==> src/rtl/mash_mc.sv <==
// mash_mc: CHANNELS lockstep MASH 1-1 / first-order error-feedback modulators
// with per-channel LFSR dither, per-channel enable and AXI-stream backpressure.
module mash_mc #(
  parameter int CHANNELS = 2,
  parameter int WIDTH    = 16
) (
  input  logic                      aclk,
  input  logic                      arst,
  input  logic                      mode,
  input  logic                      dither_enable,
  input  logic [CHANNELS-1:0]       ch_enable,
  input  logic [CHANNELS*WIDTH-1:0] s_axis_tdata,
  input  logic                      s_axis_tvalid,
  output logic                      s_axis_tready,
  output logic [CHANNELS*3-1:0]     m_axis_tdata,
  output logic                      m_axis_tvalid,
  input  logic                      m_axis_tready
);

  localparam logic [15:0] LFSR_TAPS = 16'hB400;
  localparam logic [15:0] LFSR_SEED = 16'hACE1;

  logic [WIDTH-1:0]      x_q       [CHANNELS];
  logic [WIDTH-1:0]      x_d       [CHANNELS];
  logic [WIDTH-1:0]      acc1_q    [CHANNELS];
  logic [WIDTH-1:0]      acc1_d    [CHANNELS];
  logic [WIDTH-1:0]      acc2_q    [CHANNELS];
  logic [WIDTH-1:0]      acc2_d    [CHANNELS];
  logic [CHANNELS-1:0]   c2p_q, c2p_d;
  logic [15:0]           lfsr_q    [CHANNELS];
  logic [15:0]           lfsr_d    [CHANNELS];
  logic [WIDTH:0]        sum1      [CHANNELS];
  logic [WIDTH:0]        sum2      [CHANNELS];
  logic [2:0]            y         [CHANNELS];
  logic [CHANNELS*3-1:0] tdata_q, tdata_d;
  logic                  tvalid_q, tvalid_d;
  logic                  tready_q;
  logic                  primed_q, primed_d;
  logic                  mode_q;
  logic                  accept, mode_change, step;

  assign accept      = s_axis_tvalid && tready_q;
  assign mode_change = (mode != mode_q);
  assign step        = primed_q && (!tvalid_q || m_axis_tready) && !mode_change;

  // NOTE: every variable written here gets a default first so no path can infer a latch.
  always_comb begin
    x_d      = x_q;
    acc1_d   = acc1_q;
    acc2_d   = acc2_q;
    c2p_d    = c2p_q;
    lfsr_d   = lfsr_q;
    tdata_d  = tdata_q;
    tvalid_d = tvalid_q;
    primed_d = primed_q || accept;
    for (int k = 0; k < CHANNELS; k++) begin
      sum1[k] = '0;
      sum2[k] = '0;
      y[k]    = '0;
      if (accept) x_d[k] = s_axis_tdata[k*WIDTH +: WIDTH];
      // A mode switch restarts every channel from the zero state instead of stepping.
      if (mode_change) begin
        acc1_d[k] = '0;
        acc2_d[k] = '0;
        c2p_d[k]  = 1'b0;
      end else if (step) begin
        lfsr_d[k] = (lfsr_q[k] >> 1) ^ (lfsr_q[k][0] ? LFSR_TAPS : 16'h0000);
        if (ch_enable[k]) begin
          sum1[k]   = {1'b0, acc1_q[k]} + {1'b0, x_q[k]}
                    + {{WIDTH{1'b0}}, dither_enable & lfsr_q[k][0]};
          acc1_d[k] = sum1[k][WIDTH-1:0];
          if (mode_q) begin
            sum2[k]   = {1'b0, acc2_q[k]} + {1'b0, sum1[k][WIDTH-1:0]};
            acc2_d[k] = sum2[k][WIDTH-1:0];
            c2p_d[k]  = sum2[k][WIDTH];
            y[k]      = {2'b00, sum1[k][WIDTH]} + {2'b00, sum2[k][WIDTH]}
                      - {2'b00, c2p_q[k]};
          end else begin
            acc2_d[k] = '0;
            c2p_d[k]  = 1'b0;
            y[k]      = {2'b00, sum1[k][WIDTH]};
          end
        end else begin
          acc1_d[k] = '0;
          acc2_d[k] = '0;
          c2p_d[k]  = 1'b0;
        end
        tdata_d[k*3 +: 3] = y[k];
      end
    end
    if (step) tvalid_d = 1'b1;
  end

  // NOTE: sequential state uses non-blocking assignments so all registers update together.
  always_ff @(posedge aclk or posedge arst) begin
    if (arst) begin
      // NOTE: the per-channel arrays are reset explicitly; the LFSRs must never start at zero.
      x_q      <= '{default: '0};
      acc1_q   <= '{default: '0};
      acc2_q   <= '{default: '0};
      for (int k = 0; k < CHANNELS; k++) lfsr_q[k] <= LFSR_SEED ^ 16'(k);
      c2p_q    <= '0;
      tdata_q  <= '0;
      tvalid_q <= 1'b0;
      tready_q <= 1'b0;
      primed_q <= 1'b0;
      mode_q   <= 1'b0;
    end else begin
      x_q      <= x_d;
      acc1_q   <= acc1_d;
      acc2_q   <= acc2_d;
      lfsr_q   <= lfsr_d;
      c2p_q    <= c2p_d;
      tdata_q  <= tdata_d;
      tvalid_q <= tvalid_d;
      tready_q <= 1'b1;
      primed_q <= primed_d;
      mode_q   <= mode;
    end
  end

  assign s_axis_tready = tready_q;
  assign m_axis_tdata  = tdata_q;
  assign m_axis_tvalid = tvalid_q;

endmodule

==> config.mk <==
export PLATFORM = sky130hd
export DESIGN_NAME = mash_mc
export DESIGN_NICKNAME = d
export VERILOG_FILES = /design/src/rtl/mash_mc.sv
export SDC_FILE = /design/constraint.sdc
export NUM_CORES = 1
export LEC_CHECK = 0
export BUFFER_PORTS_ARGS = -buffer_cell sky130_fd_sc_hd__buf_2
export CORE_MARGIN = 1
export CORE_UTILIZATION = 48
export CTS_CLUSTER_SIZE = 25
export DETAILED_ROUTE_END_ITERATION = 6
export HOLD_SLACK_MARGIN = 0.12
export PLACE_DENSITY = 0.65
export SYNTH_ARGS = -nofsm -noshare
export SYNTH_HDL_FRONTEND = slang
export SYNTH_SLANG_ARGS = --single-unit
==> constraint.sdc <==
create_clock -name aclk -period 6.3 [get_ports aclk]
set_input_delay 0.315 -clock aclk [delete_from_list [all_inputs] [get_ports aclk]]
set_output_delay 0.315 -clock aclk [all_outputs]
set_load 0.01 [all_outputs]
Word-level counts from Yosys, hierarchy flattened
Cells that the tools add are included.

Register bits: 140. Bits in latches: 0. RAM bits: 0. Memory bits (read-only): 0. Input bits: 40. Output and inout port bits: 8. Logic and storage cells: 67. Memories: 0.

Add/sub/neg operators: 10. Multipliers: 0. Divide/modulo/power cells: 0. $lt $le $gt $ge: 0. Equal/unequal tests: 1. Shift-type cells: 0. Muxes and demuxes: 28. Bitwise operators: 5. Reductions and logical operators: 9.

Operators by type and width (count): $mux W16 (16); $add A16 B16 Y17 (4); $add A17 B1 Y17 (2); $xor A15 B16 Y16 (2); $mux W3 (4); $mux W1 (8); $sub A2 B1 Y3 (2); $add A1 B1 Y2 (2); $logic_and A1 B1 Y1 (3); $and A1 B1 Y1 (2); $logic_not A1 Y1 (2); $logic_or A1 B1 Y1 (2); $reduce_and A2 Y1 (1); $reduce_bool A2 Y1 (1); $ne A1 B1 Y1 (1); $not A1 Y1 (1).

Longest topological paths before layout
Gate-level depths: netlist of the first run.

Depth after elaboration: 7. Mapped depth: 23. Gate-level depth less buffers: 22.

Worst setup path after synthesis of the first run
Ideal clock, no wire load.

Kind: register to register. From: reg lfsr_q[16] (netlist name). To: reg tdata_q[0] (netlist: m_axis_tdata[0]). Arrival time: 4.354 ns. Required time: 6.174 ns. Setup slack: 1.820 ns. Cell stages (with the launch flop): 23. Buffers on the path: 1. Clock period less this slack: 4.480 ns. Path through: dfstp_2 -> clkbuf_1 -> nand2_1 -> fa_1 -> fa_1 -> nor2b_1 -> o31a_1 -> o21a_1 -> nor2_1 -> xnor2_1 -> ha_1 -> inv_1 -> nor2_1 -> o2111ai_1 -> nand4b_1 -> nand2_1 -> o31a_1 -> ha_1 -> inv_1 -> ha_1 -> inv_1 -> a21oi_1 -> a221o_1.

Word-level cells in the longest chain between the ends: 7.

RTL lines: start, declared (RTL line 30) `logic [15:0] lfsr_q [CHANNELS];`; start signal, assigned (RTL line 112) `lfsr_q <= lfsr_d;`; $and A1 B1 Y1 * (RTL line 70) `+ {{WIDTH{1'b0}}, dither_enable & lfsr_q[k][0]};`; $add A17 B1 Y17 * (RTL line 70); $add A16 B16 Y17 (RTL line 73) `sum2[k] = {1'b0, acc2_q[k]} + {1'b0, sum1[k][WIDTH-1:0]};`; $add A1 B1 Y2 (RTL line 76) `y[k] = {2'b00, sum1[k][WIDTH]} + {2'b00, sum2[k][WIDTH]}`; $sub A2 B1 Y3 (RTL line 77) `- {2'b00, c2p_q[k]};`; $mux W3 * (RTL line 72) `if (mode_q) begin`; $mux W3 * (RTL line 68) `if (ch_enable[k]) begin`; end signal, assigned (RTL line 114) `tdata_q <= tdata_d;`; end, declared (RTL line 35) `logic [CHANNELS*3-1:0] tdata_q, tdata_d;`.

Mark *: on every way between the ends. The rest lies on a longest branch, timed or not. A chain may end at the register's enable or synchronous reset.

Final worst setup path of the first run
Ends and elaborated chain as after synthesis.

==> results of run 1 <==
[how the worst max path moves through the flow]
stage	startpoint	end	depth (start not counted)
2_1_floorplan	lfsr_q[16]	m_axis_tdata[0]	22
3_3_place_gp	lfsr_q[16]	m_axis_tdata[0]	20
3_5_place_dp	lfsr_q[16]	m_axis_tdata[0]	20
4_1_cts	lfsr_q[16]	m_axis_tdata[0]	20
5_1_grt	lfsr_q[16]	m_axis_tdata[1]	21
6_report	lfsr_q[16]	m_axis_tdata[0]	21
[power by group through the flow]
stage / Combinational (uW) / Clock [uW] / Sequential (uW)
6_report: 800 / 962 / 1010
5_1_grt: 895 / 1010 / 1010
4_1_cts: 799 / 979 / 1010
3_5_place_dp: 774 / 0 / 1020
3_3_place_gp: 771 / 0 / 1020
2_1_floorplan: 621 / 0 / 1010
[area by class of cell]
cell class | count | share of cell area (%)
multi-input combinational | 642 | 47.3
sequential | 140 | 36.6
clock buffer | 18 | 4.57
timing repair buffer | 83 | 6.09
inverter | 31 | 1.26
tap | 220 | 2.86
clock inverter | 14 | 1.28
[per-stage QoR]
stage | instance area (sq um) | total power, uW | cells
4_1_cts | 9610 | 2780 | 1148
2_1_floorplan | 8290 | 1630 | 839
5_1_grt | 9610 | 2920 | 1148
3_5_place_dp | 8730 | 1800 | 1084
3_3_place_gp | 8730 | 1790 | 1084
6_report | 9610 | 2770 | 1148
[sequential cells by signal (all words and copies together), names as in the netlist, 2 cells and up]
name / cells
m_axis_tdata: 6
acc1_q: 32
c2p_q: 2
acc2_q: 32
x_q: 32
lfsr_q: 32
[per-layer routing]
| layer | global-route usage (%) | up-vias | part of all wire (%) |
|---|---|---|---|
| li1 | - | 3160 | - |
| met1 | 28.2 | 3098 | 47 |
| met2 | 36.4 | 112 | 49 |
| met3 | 4.30 | 18 | 2.7 |
| met4 | 6.31 | 0 | 1.1 |
| met5 | 0 | - | 0 |
[synth_stat cells (3+ instances only)]
master | instances | area [sq um]
xor2_1 | 18 | 158
nor2b_1 | 8 | 50.1
xnor2_1 | 31 | 272
a21o_1 | 16 | 120
fa_1 | 6 | 120
ha_1 | 68 | 851
inv_1 | 31 | 116
a22o_1 | 38 | 333
o21ai_1 | 16 | 80.1
a211oi_1 | 10 | 75.1
nand3_1 | 14 | 70.1
o31a_1 | 3 | 26.3
o211ai_1 | 4 | 30.0
o2111ai_1 | 4 | 35.0
a211o_1 | 4 | 35.0
a31oi_1 | 3 | 18.8
nor2_1 | 37 | 139
a221o_1 | 3 | 30.0
nand2_1 | 151 | 567
dfrtp_1 | 125 | 3130
o21bai_1 | 7 | 52.6
o21ai_0 | 45 | 225
o21a_1 | 12 | 90.1
a21oi_1 | 38 | 190
buf_1 | 4 | 15.0
nor3_1 | 4 | 20.0
nand2b_1 | 11 | 68.8
mux2_2 | 32 | 360
clkbuf_1 | 20 | 75.1
o31ai_1 | 10 | 75.1
dfstp_2 | 15 | 394
[critical path, stage by stage (launching register included)]
cell and delay, ps:
dfstp_2 600, nand2_1 80, fa_1 440, fa_1 430, nor2b_1 150, o31a_1 230
o21a_1 130, nor2_1 50, xnor2_1 140, ha_1 370, inv_1 80, nor2_1 160
o2111ai_1 170, nand4b_1 160, nand2_1 100, o31a_1 330, ha_1 280, inv_1 40
ha_1 260, inv_1 60, a21oi_1 50, a221o_1 330
[cell families after synthesis]
| family | after synthesis | share of synthesized area (%) |
|---|---|---|
| buffers and inverters | 57 | 2.79 |
| multiplexers | 33 | 4.47 |
| adder cells (fa/ha/maj) | 74 | 11.7 |
| XOR/XNOR | 49 | 5.18 |
| AO/OA/AOI/OAI | 237 | 20.1 |
| flip-flops | 140 | 42.5 |
| other | 1 | 0.0452 |
| AND/OR/NAND/NOR | 248 | 13.2 |
[what timing repair did]
action                    CTS  global route
hold buffers               32             0
resized for setup           0             0
hold endpoints to repair   66             0
==> impl_metrics.csv, run 1 <==
group,metric,value,unit
place,pre_cts_ws,1590,ps
sta,setup_violations,0,
global_routing,grt_pass1_wl,30.6,mm
yosys,yosysWarnings,0,
die,io_pins,48,
power_and_ir_drop,p_comb_share,28.9,%
place,dpl.hpwl,12.3,mm
yosys,synth_edf_count,0,
yosys,syn_avg_cell_area,9.88,sq um
flow_run,drv_cap,0,
yosys,syn_inst,839,
place,io_buffers,47,
yosys,synth.yosys.seq_area_share,42.5,%
sta,tightest_slew,1100,ps
sta,slew_viol_final,0,
power_and_ir_drop,p_clk_share,34.8,%
setup_path,crit_fanout,6,
layout,seq_area,3520,sq um
place,place.gp.congestion,0.859,
clocking,cts_tree,"built",
run_status,status,"finished, final reports clean",
drt,drc,0,
clocking,numCtsBuffers,17,
drt,first_pass_iters,5,
global_routing,grt_max_degree,101,
layout,n_fill_cell,1460,
clocking,numClockSinks,140,
power_and_ir_drop,power.leakage,0.00460,uW
min_path,hold_depth,2,
die,die_w,133,um
global_routing,grt_use_total,21.6,%
die,die_area,17800,sq um
global_routing,antenna_found_initial,0,
sta,min_period_over_period,75.6,%
min_path,hp-start,"s_axis_tdata[0]",
clocking,cts.htree.levels,4,
clocking,cts_setup_buffers,0,
layout,num-nets-final,1029,
power_and_ir_drop,power.switching,939,uW
global_routing,grt_overflow,0,
sta,fmax,210,MHz
sta,clock_skew,9.69,ps
drt,vias,6388,
setup_path,reg2reg_to,"m_axis_tdata[0]",
clocking,cts-root-buf,"clkbuf_16",
clocking,clock_path_buffers,2,
layout,drive_gt1_share,16.3,%
global_routing,grt_pass1_vias,6318,
drt,ant_nets,0,
layout,fin_util,57.6,%
yosys,syn-num-nets,953,
min_path,holdPathEnd,"x_q[16]",
clocking,clk_pin_slew,60,ps
drt,drt_iter0_markers,336,
yosys,synth_top_flop_cell,"dfrtp_1",
setup_path,worstRegToRegCells,21,
sta,finalHoldViolations,0,
layout,layout_commonest_cell,"nand2_1",
setup_path,critPathRequiredTime,6610,ps
sta,setup_tns,0,ps
sta,period_needed,4760,ps
layout,antennaDiodeCount,0,
sta,slew_headroom,26.7,%
layout,mostFrequentLayoutCells,"151 x nand2_1, 125 x dfrtp_1, 68 x ha_1",
yosys,ys_seq_elements,140,
clocking,clkLatencyLatePin,430,ps
sta,fin_ws,1540,ps
drt,routed_via_density,5.56,
setup_path,worst-setup-path-type,"flop to flop",
power_and_ir_drop,power.internal,1830,uW
layout,multi_input_area,4550,sq um
sta,rsz0062_at_grt,"false",
setup_path,worstSetupStartpointType,"flop",
sta,worst_hold_slack,155,ps
setup_path,timing.rr.start,"lfsr_q[16]",
setup_path,endpoint_kind,"flop",
power_and_ir_drop,ir_worst_vdd,0.208,mV
drt,finalWirelength,18.1,mm
yosys,synthDistinctLibCells,71,
drt,wire_per_inst,15.8,um
yosys,synth_area,8290,sq um
power_and_ir_drop,power_density,288,nW/um^2
yosys,async_flop_share,100,%
die,rows,47,
min_path,hold_path_class,"input port to flop",
power_and_ir_drop,switching_share,33.9,%
layout,syn_to_final_growth,15.9,%
die,dieHeight,133,um
setup_path,cp.arrival,5070,ps
setup_path,reg2reg_setup_slack,1540,ps
die,core_area,16700,sq um
die,start_util,49.6,%
power_and_ir_drop,pwr-share-seq,36.4,%
(Power assumes the default switching activity.)
==> run 2, diff against run 1 <==
==> constraint.sdc (replaced) <==
create_clock -name aclk -period 4.4 [get_ports aclk]
set_input_delay 0.22 -clock aclk [delete_from_list [all_inputs] [get_ports aclk]]
set_output_delay 0.22 -clock aclk [all_outputs]
set_load 0.01 [all_outputs]
==> run 2 against run 1 <==
Maximum frequency up 9.4%. Global-route usage is 0.57 points higher. Cell area is 5.2% higher. First-iteration DRC count decreased by 15%. Critical path type unchanged.
==> impl_metrics.csv, run 2 (synthesis gave the netlist of run 1 again) <==
group,metric,value,unit
run_status,status,"finished, final reports clean",
layout,seq_area,3520,sq um
sta,tightest_slew,1030,ps
sta,worst_hold_slack,290,ps
clocking,numCtsBuffers,17,
sta,setup_violations,0,
setup_path,crit_fanout,3,
setup_path,worstSetupStartpointType,"flop",
setup_path,cpPeakStageDelay,540,ps
layout,multi_input_area,4630,sq um
power_and_ir_drop,power.leakage,0.00489,uW
layout,drive_gt1_share,22.3,%
setup_path,critPathRequiredTime,4700,ps
clocking,numClockSinks,140,
layout,num-nets-final,1079,
layout,antennaDiodeCount,0,
drt,drc,0,
global_routing,grt_pass1_wl,31.4,mm
layout,layout_commonest_cell,"nand2_1",
die,io_pins,48,
sta,rsz0062_at_grt,"true",
min_path,hold_depth,3,
sta,finalHoldViolations,0,
power_and_ir_drop,power_density,417,nW/um^2
place,pre_cts_ws,-186,ps
flow_run,drv_cap,0,
place,postPlaceCellArea,9040,sq um
clocking,cts.htree.levels,4,
layout,fin_area,10100,sq um
sta,min_period_over_period,99.0,%
die,dieHeight,133,um
power_and_ir_drop,ir_worst_vdd,0.352,mV
die,start_util,49.6,%
drt,drt_iter0_markers,286,
sta,clock_skew,11.4,ps
die,die_area,17800,sq um
drt,first_pass_iters,4,
die,rows,47,
place,place.gp.congestion,0.853,
min_path,hold_path_class,"input port to flop",
global_routing,antenna_found_initial,0,
setup_path,worst-setup-path-type,"flop to flop",
die,die_w,133,um
drt,vias,6474,
global_routing,grt_pass1_vias,6618,
layout,syn_to_final_growth,22.0,%
clocking,clkLatencyLatePin,420,ps
clocking,clk_pin_slew,60,ps
layout,n_fill_cell,1421,
setup_path,cp.arrival,4660,ps
global_routing,grt_overflow,0,
sta,slew_viol_final,0,
layout,mostFrequentLayoutCells,"148 x nand2_1, 125 x dfrtp_1, 68 x ha_1",
clocking,cts_tree,"built",
clocking,clock_path_buffers,2,
setup_path,cpMaxStageDelayCell,"dfstp_2",
sta,fmax,230,MHz
die,core_area,16700,sq um
setup_path,crit_top_cell,"ha_1",
sta,fin_ws,43.9,ps
drt,finalWirelength,18.5,mm
place,dpl.hpwl,12.6,mm
drt,ant_nets,0,
sta,period_needed,4360,ps
place,io_buffers,47,
setup_path,worstPathCellList,"nand2_2 > fa_2 > fa_2 > nor2b_2 > o31a_1 > o22ai_2 > buf_4 > o21ai_2 > a21oi_2 > xnor2_1 > ha_1 > a21o_1 > a21o_1 > a21oi_1 > o31a_1 > ha_1 > inv_1 > ha_1 > inv_1 > a21oi_1 > a221o_1",
drt,wire_per_inst,15.4,um
global_routing,grt_max_degree,113,
sta,slew_headroom,31.2,%
layout,fin_util,60.6,%
clocking,cts-root-buf,"clkbuf_16",
setup_path,worstRegToRegCells,21,
drt,routed_via_density,5.40,
setup_path,endpoint_kind,"flop",
global_routing,grt_use_total,22.2,%
[run 2: power breakdown]
group | internal (uW) | switching, uW
sequential | 1380 | 57.4
combinational | 612 | 712
clock | 901 | 556
[run 2: worst paths after layout]
kind / start / endpoint / slack, ps
worst max-delay path: lfsr_q[16] / m_axis_tdata[0] / 40
worst min-delay path: ch_enable[1] / acc1_q[0] / 290
worst max register to register: lfsr_q[16] / m_axis_tdata[0] / 40
worst min register to register: lfsr_q[6] / lfsr_q[5] / 450
max in group asynchronous: arst / lfsr_q[16] / 2790
min in group asynchronous: arst / acc1_q[12] / 560
[run 2: what timing repair did]
item / 4_1_cts / 5_1_grt
endpoints found under the hold margin: 132 / 0
setup endpoints to repair: 3 / 6
pin swaps: 5 / 8
gates resized for setup: 8 / 16
buffers inserted: 2 / 4
hold buffers: 35 / 0
[run 2: cell type report]
cell class	count	area share [%]
clock buffer	20	4.42
multi-input combinational	642	45.8
sequential	140	34.8
tap	220	2.72
clock inverter	12	1.45
timing repair buffer	133	9.57
inverter	31	1.20
[run 2: routing by layer]
metal | vias up | part of all wire, % | GRT usage (%)
met5 | - | 0 | 0
met4 | 0 | 1.3 | 6.38
met3 | 23 | 2.7 | 4.53
met2 | 100 | 49 | 38.0
met1 | 3090 | 47 | 28.4
li1 | 3261 | - | -
[run 2: per-stage QoR]
step	std cells	total power [uW]	setup TNS, ps
2_1_floorplan	839	2330	0
3_3_place_gp	1125	2680	-103
3_5_place_dp	1125	2690	-374
4_1_cts	1194	4220	0
5_1_grt	1198	4450	-511
6_report	1198	4220	0
[run 2: worst max-delay path, delay by kind of cell, from the launching register on]
kind / cells / cell delay (ps)
compound gates: 10 / 1670
simple gates: 2 / 180
buf+inv: 3 / 270
fa+ha+maj: 5 / 1410
flops: 1 / 540
xor+xnor: 1 / 160
==> run 3, diff against run 2 <==
--- a/config.mk
+++ b/config.mk
@@ -12,6 +12,8 @@
 export DETAILED_ROUTE_END_ITERATION = 6
 export HOLD_SLACK_MARGIN = 0.12
 export PLACE_DENSITY = 0.65
+export REMOVE_ABC_BUFFERS = 1
+export SKIP_CTS_REPAIR_TIMING = 1
 export SYNTH_ARGS = -nofsm -noshare
 export SYNTH_HDL_FRONTEND = slang
 export SYNTH_SLANG_ARGS = --single-unit
==> run 3 against run 2 <==
The run now ends with setup timing left. Sequential cell count unchanged. Maximum frequency shrank 1.8%. Critical path depth is the same. Register-to-register slack got worse by 80 ps. Sequential power hardly changed. Combinational power about the same. Count of clock-buffer cells in the layout is 3 higher.
==> impl_metrics.csv, run 3 (synthesis gave the netlist of run 1 again) <==
group,metric,value,unit
clocking,cts-root-buf,"clkbuf_16",
layout,drive_gt1_share,22.7,%
die,core_area,16700,sq um
sta,slew_viol_final,0,
sta,setup_tns,-37.0,ps
clocking,clk_pin_slew,60,ps
power_and_ir_drop,power.switching,1340,uW
setup_path,cpPeakStageDelay,530,ps
die,die_w,133,um
layout,fin_area,10100,sq um
drt,routed_via_density,5.38,
place,dpl.hpwl,12.3,mm
drt,finalWirelength,18.1,mm
setup_path,worstPathCellList,"nand2_2 > fa_2 > fa_2 > nor2b_2 > o31a_1 > o21a_1 > nor2_1 > xnor2_1 > ha_1 > inv_2 > nor2_4 > a221oi_4 > nand4b_1 > nand2_2 > o31a_1 > ha_1 > inv_2 > ha_4 > inv_2 > a21oi_2 > a221o_1",
drt,wire_per_inst,15.1,um
drt,ant_nets,0,
min_path,hold_path_class,"input port to flop",
power_and_ir_drop,pwr-share-seq,34.8,%
sta,finalHoldViolations,0,
layout,fin_cells,1195,
setup_path,worstSetupStartpointType,"flop",
power_and_ir_drop,ir_worst_vdd,0.327,mV
run_status,failed_checks,"setup timing",
sta,tightest_slew,947,ps
die,io_pins,48,
global_routing,grt_overflow,0,
setup_path,crit_fanout,3,
sta,setup_violations,1,
setup_path,critPathBufInv,3,
layout,antennaDiodeCount,0,
clocking,clkLatencyLatePin,420,ps
setup_path,critPathRequiredTime,4700,ps
clocking,cts_tree,"built",
run_status,status,"finished with violations",
drt,first_pass_iters,4,
layout,n_fill_cell,1436,
place,postPlaceCellArea,8980,sq um
sta,period_needed,4440,ps
sta,fin_ws,-37.0,ps
setup_path,worst-setup-path-type,"flop to flop",
sta,min_period_over_period,101,%
sta,clock_skew,7.90,ps
sta,fmax,225,MHz
die,die_area,17800,sq um
setup_path,cpMaxStageDelayCell,"dfstp_2",
setup_path,endpoint_kind,"flop",
sta,rsz0062_at_grt,"true",
place,io_buffers,47,
clocking,cts.htree.levels,4,
global_routing,grt_pass1_vias,6150,
power_and_ir_drop,power.leakage,0.00483,uW
power_and_ir_drop,power_density,408,nW/um^2
clocking,clock_path_buffers,2,
power_and_ir_drop,p_clk_share,33.2,%
setup_path,crit_top_cell,"inv_2",
power_and_ir_drop,power.internal,2800,uW
drt,drc,0,
power_and_ir_drop,p_comb_share,32.0,%
global_routing,antenna_found_initial,0,
global_routing,grt_pass1_wl,30.1,mm
power_and_ir_drop,switching_share,32.4,%
global_routing,grt_use_total,21.3,%
sta,slew_headroom,36.8,%
layout,syn_to_final_growth,22.1,%
flow_run,drv_cap,0,
setup_path,cpLargestDelayFamily,"adder cells",
place,dpl.cell_count,1118,
die,dieHeight,133,um
layout,num-nets-final,1076,
place,place.gp.congestion,0.817,
sta,worst_hold_slack,261,ps
drt,vias,6430,
layout,layout_commonest_cell,"nand2_1",
clocking,numClockSinks,140,
clocking,numCtsBuffers,17,
die,start_util,49.6,%
layout,mostFrequentLayoutCells,"148 x nand2_1, 125 x dfrtp_1, 65 x ha_1",
setup_path,cp.arrival,4740,ps
global_routing,grt_max_degree,76,
drt,drt_iter0_markers,313,
die,rows,47,
## run 3: stage by stage
stage / power [uW] / setup slack [ps] / util (%)
2_1_floorplan: 2320 / 97.2 / -
3_3_place_gp: 2660 / -22.8 / 53.8
3_5_place_dp: 2670 / -154 / 53.8
4_1_cts: 4060 / -191 / 57.1
5_1_grt: 4380 / -259 / 60.6
6_report: 4130 / -37.0 / 60.6
## run 3: power groups by stage
stage,combinational (uW),sequential (uW),clock (uW)
5_1_grt,1470,1450,1460
3_3_place_gp,1200,1460,0
2_1_floorplan,878,1440,0
6_report,1320,1440,1370
3_5_place_dp,1210,1460,0
4_1_cts,1220,1440,1400
## run 3: metal layers
layer	vias to the layer above	part of all wire, %	GRT usage (%)
li1	3251	-	-
met1	3088	48	28.2
met2	79	48	35.2
met3	12	2.6	4.87
met4	0	1.2	5.30
met5	-	0	0
## run 3: area by class of cell
| cell class | count | area (sq um) | share of cell area [%] |
|---|---|---|---|
| multi-input combinational | 642 | 4700 | 46.4 |
| sequential | 140 | 3520 | 34.8 |
| timing repair buffer | 130 | 946 | 9.35 |
| clock buffer | 23 | 468 | 4.62 |
| tap | 220 | 275 | 2.72 |
| inverter | 31 | 121 | 1.20 |
| clock inverter | 9 | 91.3 | 0.902 |
## run 3: worst reg2reg max path: cells and delay by family, from the launching register on
| family | cells | cell delay (ps) |
|---|---|---|
| AOI/OAI and AO/OA | 6 | 1210 |
| xor gates and xnor gates | 1 | 240 |
| adders and majority gates | 5 | 1540 |
| buffers and inverters | 3 | 210 |
| DFF | 1 | 530 |
| and+or+nand+nor | 6 | 600 |
## run 3: final timing paths
check | start | depth (start not counted) | slack [ps] | to
setup / recovery | lfsr_q[16] | 21 | -40 | m_axis_tdata[0]
hold / removal | ch_enable[1] | 3 | 260 | acc1_q[0]
setup reg to reg | lfsr_q[16] | 21 | -40 | m_axis_tdata[0]
hold reg to reg | lfsr_q[7] | 2 | 450 | lfsr_q[6]
max in group asynchronous | arst | 4 | 2980 | lfsr_q[13]
min in group asynchronous | arst | 3 | 460 | lfsr_q[9]
